## config.mk

```make
export PLATFORM = sky130hd
export DESIGN_NAME = gate_sweep_flat
export DESIGN_NICKNAME = d
export VERILOG_FILES = /design/src/rtl/gate_sweep_if.sv /design/src/rtl/gate_sweep.sv /design/src/flat_wrapper.sv
export SDC_FILE = /design/constraint.sdc
export NUM_CORES = 1
export LEC_CHECK = 0
export CORE_UTILIZATION = 52
export CTS_BUF_LIST = sky130_fd_sc_hd__clkbuf_16
export DETAILED_ROUTE_END_ITERATION = 10
export PLACE_DENSITY = 0.88
export SKIP_LAST_GASP = 1
export SLEW_MARGIN = 20
export SYNTH_ARGS = -nofsm -noshare
export SYNTH_HDL_FRONTEND = slang
export SYNTH_SLANG_ARGS = --single-unit
```

## constraint.sdc

```tcl
create_clock -name clk -period 2.19 [get_ports clk]
set_input_delay 0.219 -clock clk [delete_from_list [all_inputs] [get_ports clk]]
set_output_delay 0.219 -clock clk [all_outputs]
set_load 0.05 [all_outputs]
```

## src/rtl/gate_sweep_if.sv

```systemverilog
// Handshake and result bundle for gate_sweep.
// GATE_SWEEP_SIGNATURE_EN adds the sig_o signature output.
interface gate_sweep_if #(
    parameter int unsigned WIDTH = 2
);
    logic             start;
    logic             abort;
    logic [2:0]       op;
    logic [WIDTH-1:0] vec_o;
    logic             out_o;
    logic             valid_o;
    logic             busy_o;
    logic             done_o;
    logic [WIDTH:0]   ones_o;
`ifdef GATE_SWEEP_SIGNATURE_EN
    logic [15:0]      sig_o;

    modport master (
        output start, abort, op,
        input  vec_o, out_o, valid_o, busy_o, done_o, ones_o, sig_o
    );
    modport slave (
        input  start, abort, op,
        output vec_o, out_o, valid_o, busy_o, done_o, ones_o, sig_o
    );
`else
    modport master (
        output start, abort, op,
        input  vec_o, out_o, valid_o, busy_o, done_o, ones_o
    );
    modport slave (
        input  start, abort, op,
        output vec_o, out_o, valid_o, busy_o, done_o, ones_o
    );
`endif
endinterface

```

## src/rtl/gate_sweep.sv

```systemverilog
// Truth-table sweep of a selectable gate over all 2^WIDTH input vectors.
// GATE_SWEEP_SIGNATURE_EN adds a 16-bit rotating signature of the results.
module gate_sweep #(
    parameter int unsigned WIDTH       = 2,
    parameter int unsigned STEP_CYCLES = 10
) (
    input logic        clk,
    input logic        rst_n,
    gate_sweep_if.slave bus
);
    localparam logic [1:0] IDLE = 2'd0;
    localparam logic [1:0] HOLD = 2'd1;
    localparam logic [1:0] DONE = 2'd2;

    localparam logic [7:0]       LAST_STEP = 8'(STEP_CYCLES - 1);
    localparam logic [WIDTH-1:0] LAST_VEC  = '1;

    logic [1:0]       state;
    logic [7:0]       hold_cnt;
    logic [2:0]       op_q;
    logic [WIDTH-1:0] vec;
    logic             out;
    logic             valid;
    logic             done;
    logic [WIDTH:0]   ones;
    logic             last_hold;

    assign last_hold = (state == HOLD) && (hold_cnt == LAST_STEP);

    always_comb begin
        out = &vec;
        case (op_q)
            3'd1:    out = |vec;
            3'd2:    out = ^vec;
            3'd3:    out = ~&vec;
            3'd4:    out = ~|vec;
            3'd5:    out = ~^vec;
            default: out = &vec;
        endcase
    end

    always_ff @(posedge clk or negedge rst_n) begin
        if (!rst_n) begin
            state    <= IDLE;
            hold_cnt <= '0;
            op_q     <= '0;
            vec      <= '0;
            valid    <= 1'b0;
            done     <= 1'b0;
            ones     <= '0;
        end else begin
            valid <= 1'b0;
            case (state)
                IDLE: begin
                    if (bus.start) begin
                        op_q     <= bus.op;
                        ones     <= '0;
                        done     <= 1'b0;
                        vec      <= '0;
                        hold_cnt <= '0;
                        valid    <= 1'b1;
                        state    <= HOLD;
                    end
                end
                HOLD: begin
                    // abort outranks the last-cycle tally so ones stays at its partial value
                    if (bus.abort) begin
                        state    <= IDLE;
                        vec      <= '0;
                        hold_cnt <= '0;
                    end else if (hold_cnt == LAST_STEP) begin
                        hold_cnt <= '0;
                        if (out) ones <= ones + (WIDTH+1)'(1);
                        if (vec == LAST_VEC) begin
                            state <= DONE;
                            done  <= 1'b1;
                        end else begin
                            vec   <= vec + WIDTH'(1);
                            valid <= 1'b1;
                        end
                    end else begin
                        hold_cnt <= hold_cnt + 8'd1;
                    end
                end
                DONE:    state <= IDLE;
                default: state <= IDLE;
            endcase
        end
    end

`ifdef GATE_SWEEP_SIGNATURE_EN
    logic [15:0] sig;

    always_ff @(posedge clk or negedge rst_n) begin
        if (!rst_n) begin
            sig <= '0;
        end else if (state == IDLE && bus.start) begin
            sig <= '0;
        end else if (last_hold && !bus.abort) begin
            sig <= {sig[14:0], sig[15]} ^ {15'b0, out};
        end
    end

    assign bus.sig_o = sig;
`endif

    assign bus.vec_o   = vec;
    assign bus.out_o   = out;
    assign bus.valid_o = valid;
    assign bus.busy_o  = (state != IDLE);
    assign bus.done_o  = done;
    assign bus.ones_o  = ones;
endmodule

```

## src/flat_wrapper.sv

```systemverilog
// flat-port wrapper written by rule: the top's interface ports become plain ports
module gate_sweep_flat 
#(
    parameter int unsigned WIDTH       = 2,
    parameter int unsigned STEP_CYCLES = 10
)
  (clk, rst_n, bus_start, bus_abort, bus_op, bus_vec_o, bus_out_o, bus_valid_o, bus_busy_o, bus_done_o, bus_ones_o);
  gate_sweep_if #(.WIDTH(WIDTH)) bus_i ();
  input logic clk;
  input logic rst_n;
  input wire logic [$bits(bus_i.start)-1:0] bus_start;
  input wire logic [$bits(bus_i.abort)-1:0] bus_abort;
  input wire logic [$bits(bus_i.op)-1:0] bus_op;
  output wire logic [$bits(bus_i.vec_o)-1:0] bus_vec_o;
  output wire logic [$bits(bus_i.out_o)-1:0] bus_out_o;
  output wire logic [$bits(bus_i.valid_o)-1:0] bus_valid_o;
  output wire logic [$bits(bus_i.busy_o)-1:0] bus_busy_o;
  output wire logic [$bits(bus_i.done_o)-1:0] bus_done_o;
  output wire logic [$bits(bus_i.ones_o)-1:0] bus_ones_o;
  assign bus_i.start = bus_start;
  assign bus_i.abort = bus_abort;
  assign bus_i.op = bus_op;
  assign bus_vec_o = bus_i.vec_o;
  assign bus_out_o = bus_i.out_o;
  assign bus_valid_o = bus_i.valid_o;
  assign bus_busy_o = bus_i.busy_o;
  assign bus_done_o = bus_i.done_o;
  assign bus_ones_o = bus_i.ones_o;
  gate_sweep #(.WIDTH(WIDTH), .STEP_CYCLES(STEP_CYCLES)) u_core (.clk(clk), .rst_n(rst_n), .bus(bus_i));
endmodule
```

==> results.py <==
metrics = {
    "pwr": {
        "leakage_nw": 0.580,
        "cellPowerDensity_nw_per_um2": 1060,
        "total_power_w": 0.00143,
        "irDropWorstVdd_v": 0.000525,
    },
    "timing": {
        "period_needed_ns": 2.10,
        "tightest_slew_ns": 0.502,
        "hold_viol": 0,
        "timing.final.crit_share_pct": 96.0,
        "setup_viol": 0,
        "setup_tns_ns": 0,
        "fmax_mhz": 476,
        "rsz0062_at_grt": "false",
        "finalMaxSlewViolations": 0,
        "slew_headroom_pct": 66.4,
        "finClkSkew_ns": 0.00322,
    },
    "placed_design": {
        "placed_area_um2": 1270,
        "dp_hpwl_mm": 1.70,
        "dp_cells": 153,
        "place_congestion": 0.783,
        "io_buffers": 15,
    },
    "synth": {
        "synthFlopType": "dfrtp_1",
        "synth_cell_types": 32,
        "syn_avg_cell_area_um2": 9.68,
        "syn_area_um2": 1070,
        "yosys_register_bits": 20,
        "synthArstFlopShare_pct": 100,
        "synth_enable_flop_cells": 0,
        "ys_seq_area_share_pct": 46.6,
        "netlist_instances": 111,
        "syn_nets": 123,
        "yosys_warnings": 0,
        "yosys.area.top_type": "dfrtp_1",
        "yosys.area.top_type_share_pct": 46.6,
        "yosys-top-cells-area": "dfrtp_1 47%, nand2_1 6.6%, ha_1 5.8%, nor2_1 4.2%, xor2_1 3.3%",
    },
    "min_path": {
        "worstHoldPathType": "primary input to async pin",
    },
    "finish": {
        "fin_cells": 157,
        "fillers": 158,
        "final_nets": 143,
        "final_cell_area_um2": 1360,
        "diodes": 0,
        "drive_gt1_share_pct": 12.3,
        "syn_to_final_growth_pct": 26.3,
    },
    "clock_tree": {
        "post_cts_buffers": 0,
        "cts.clk_slew.worst_paths_ns": 0.05,
        "cts_tree": "yes",
        "clk_latency_ns": 0.25,
        "cts_max_level": 1,
        "ctsHoldBuffers": 0,
        "cts_made_buffers": 3,
        "cts.sinks": 20,
        "cts_root_buf": "clkbuf_16",
        "clock_tree.buffer_depth": 2,
    },
    "critical_path": {
        "worst_ep_arrival_time_ns": 1.88,
        "path_cells": "ha_1, or2_2, a21oi_1, o31ai_4, buf_4",
        "critPathSlowestCell": "dfrtp_2",
        "crit_family": "flip-flops",
        "crit_path_max_fanout": 8,
        "cp-end-kind": "primary output",
        "ff2ff_path_depth": 6,
        "worstSetupPathType": "flop to primary output",
        "cp_num_buf_inv": 1,
        "worstPathRequired_ns": 1.97,
        "startpoint_type": "flop",
        "slowest_delay_ns": 0.41,
        "path_depth": 5,
    },
    "global_routing": {
        "use_met3_pct": 4.15,
        "grt_pass1_vias": 826,
        "grt-busiest-layer": "met2",
        "antenna_found_initial": 0,
        "grt_use_met2_pct": 37.5,
        "grt_max_degree": 12,
        "grtUsageMet1_pct": 25.9,
        "grt_pass1_wl_mm": 3.37,
        "grt_usage_pct": 22.2,
        "overflow": 0,
    },
    "die": {
        "num_rows": 16,
        "die_w_um": 47.5,
        "start_util_pct": 54.8,
        "core_um2": 1960,
        "die_area_um2": 2250,
        "io_pins": 16,
        "die_height_um": 47.5,
    },
    "drt": {
        "drt_iter0_markers": 4,
        "vias": 860,
        "dr.pass1.iters": 4,
        "wirelength_mm": 2.28,
        "viasPerCell": 5.48,
        "routedWlPerCell_um": 14.5,
        "drc_errors": 0,
        "ant_nets": 0,
    },
    "flow_run": {
        "cap_violations": 0,
    },
    "run_status": {
        "status": "completed",
    },
}
## final cells by class
cell class              count  area [um2]  share of cell area (%)
multi-input cells          84         564                    41.6
flip-flops and latches     20         503                    37.1
repair buffers             16         155                    11.4
clock buffers               3        75.1                    5.53
well taps                  27        33.8                    2.49
inverters                   6        22.5                    1.66
clock inverters             1        3.75                   0.276
## kinds of logic (layout without fill, tap and decap cells)
group | after synthesis | in the layout | synth area share, %
flip-flops | 20 | 20 | 46.6
buffers and inverters | 7 | 26 | 2.44
adder cells (fa/ha/maj) | 5 | 5 | 5.82
multiplexers | 1 | 1 | 0.931
XOR/XNOR | 6 | 6 | 4.89
AO/OA/AOI/OAI | 18 | 18 | 12.9
AND/OR/NAND/NOR | 54 | 54 | 26.4
## through the flow
| step | setup slack, ns | hold slack, ns | util [%] |
|---|---|---|---|
| 6_report | 0.0874 | 0.299 | 69.2 |
| 5_1_grt | 0.0366 | 0.353 | 69.2 |
| 4_1_cts | 0.0691 | 0.313 | 68.8 |
| 3_5_place_dp | 0.345 | 0.523 | 64.8 |
| 3_3_place_gp | 0.426 | 0.487 | 64.8 |
| 2_1_floorplan | 0.0875 | -0.0766 | - |
## cell usage after synthesis, types with 2 or more instances
library cell and number:
a21oi_1 5, a31o_1 3, dfrtp_1 20, ha_1 5, inv_1 6, nand2_1 19, nand2b_1 3, nand3_1 4
nand4_1 3, nor2_1 12, nor2b_1 4, nor3_1 2, o21ai_0 2, xnor2_1 2, xor2_1 4
## registers in the layout (all words and copies together), names as in the netlist
signal and flops:
u_core.bus.vec_o 2, u_core.bus.ones_o 3, u_core.bus.done_o 1, u_core.op_q 3, u_core.bus.valid_o 1, u_core.hold_cnt 8
u_core.state 2
## routing by layer
layer / part of all wire [%] / vias up
met5: 0 / -
met4: 2.0 / 0
met3: 2.9 / 6
met2: 52 / 15
met1: 43 / 420
li1: - / 419
## final timing paths
kind                                startpoint              endpoint  slack [ns]
setup / recovery           u_core.bus.vec_o[0]             bus_out_o        0.09
hold / removal                           rst_n    u_core.hold_cnt[0]        0.30
setup reg to reg           u_core.bus.vec_o[0]  u_core.bus.ones_o[2]        0.35
hold reg to reg              u_core.bus.done_o     u_core.bus.done_o        0.54
max in group asynchronous                rst_n    u_core.bus.valid_o        1.37
min in group clk                     bus_op[2]        u_core.op_q[2]        0.52
## worst register-to-register path, stage by stage, from the launching register on
cell and delay (ns):
dfrtp_2 0.41, ha_1 0.29, or2_2 0.32, a21oi_1 0.25
o31ai_4 0.14, a31o_1 0.24, a21oi_1 0.11
## report_power, final
part	leakage [nW]	internal, W	total, W	switching (W)
clock	0.0385	0.000243	0.000371	0.000128
combinational	0.277	0.000205	0.000561	0.000356
sequential	0.265	0.000429	0.000502	0.0000734
## timing repair
action | CTS | global route
resized for setup | 0 | 1
hold endpoints to repair | 0 | 0
setup endpoints to repair | 0 | 1
## placed cells by master, fill, tap and decap left out, types with 2 or more instances in the layout
master / Yosys / routed
ha_1: 5 / 5
nand4_1: 3 / 3
xor2_1: 4 / 4
dfrtp_1: 20 / 18
nand3_1: 4 / 4
o21ai_0: 2 / 2
xnor2_1: 2 / 2
clkbuf_16: 0 / 3
nor3_1: 2 / 2
clkdlybuf4s50_1: 0 / 14
a21oi_1: 5 / 5
nand2b_1: 3 / 3
inv_1: 6 / 6
nor2_1: 12 / 12
nor2b_1: 4 / 4
buf_4: 0 / 2
dfrtp_2: 0 / 2
a31o_1: 3 / 3
nand2_1: 19 / 19
Note: power is estimated with default switching activity, not from simulation.
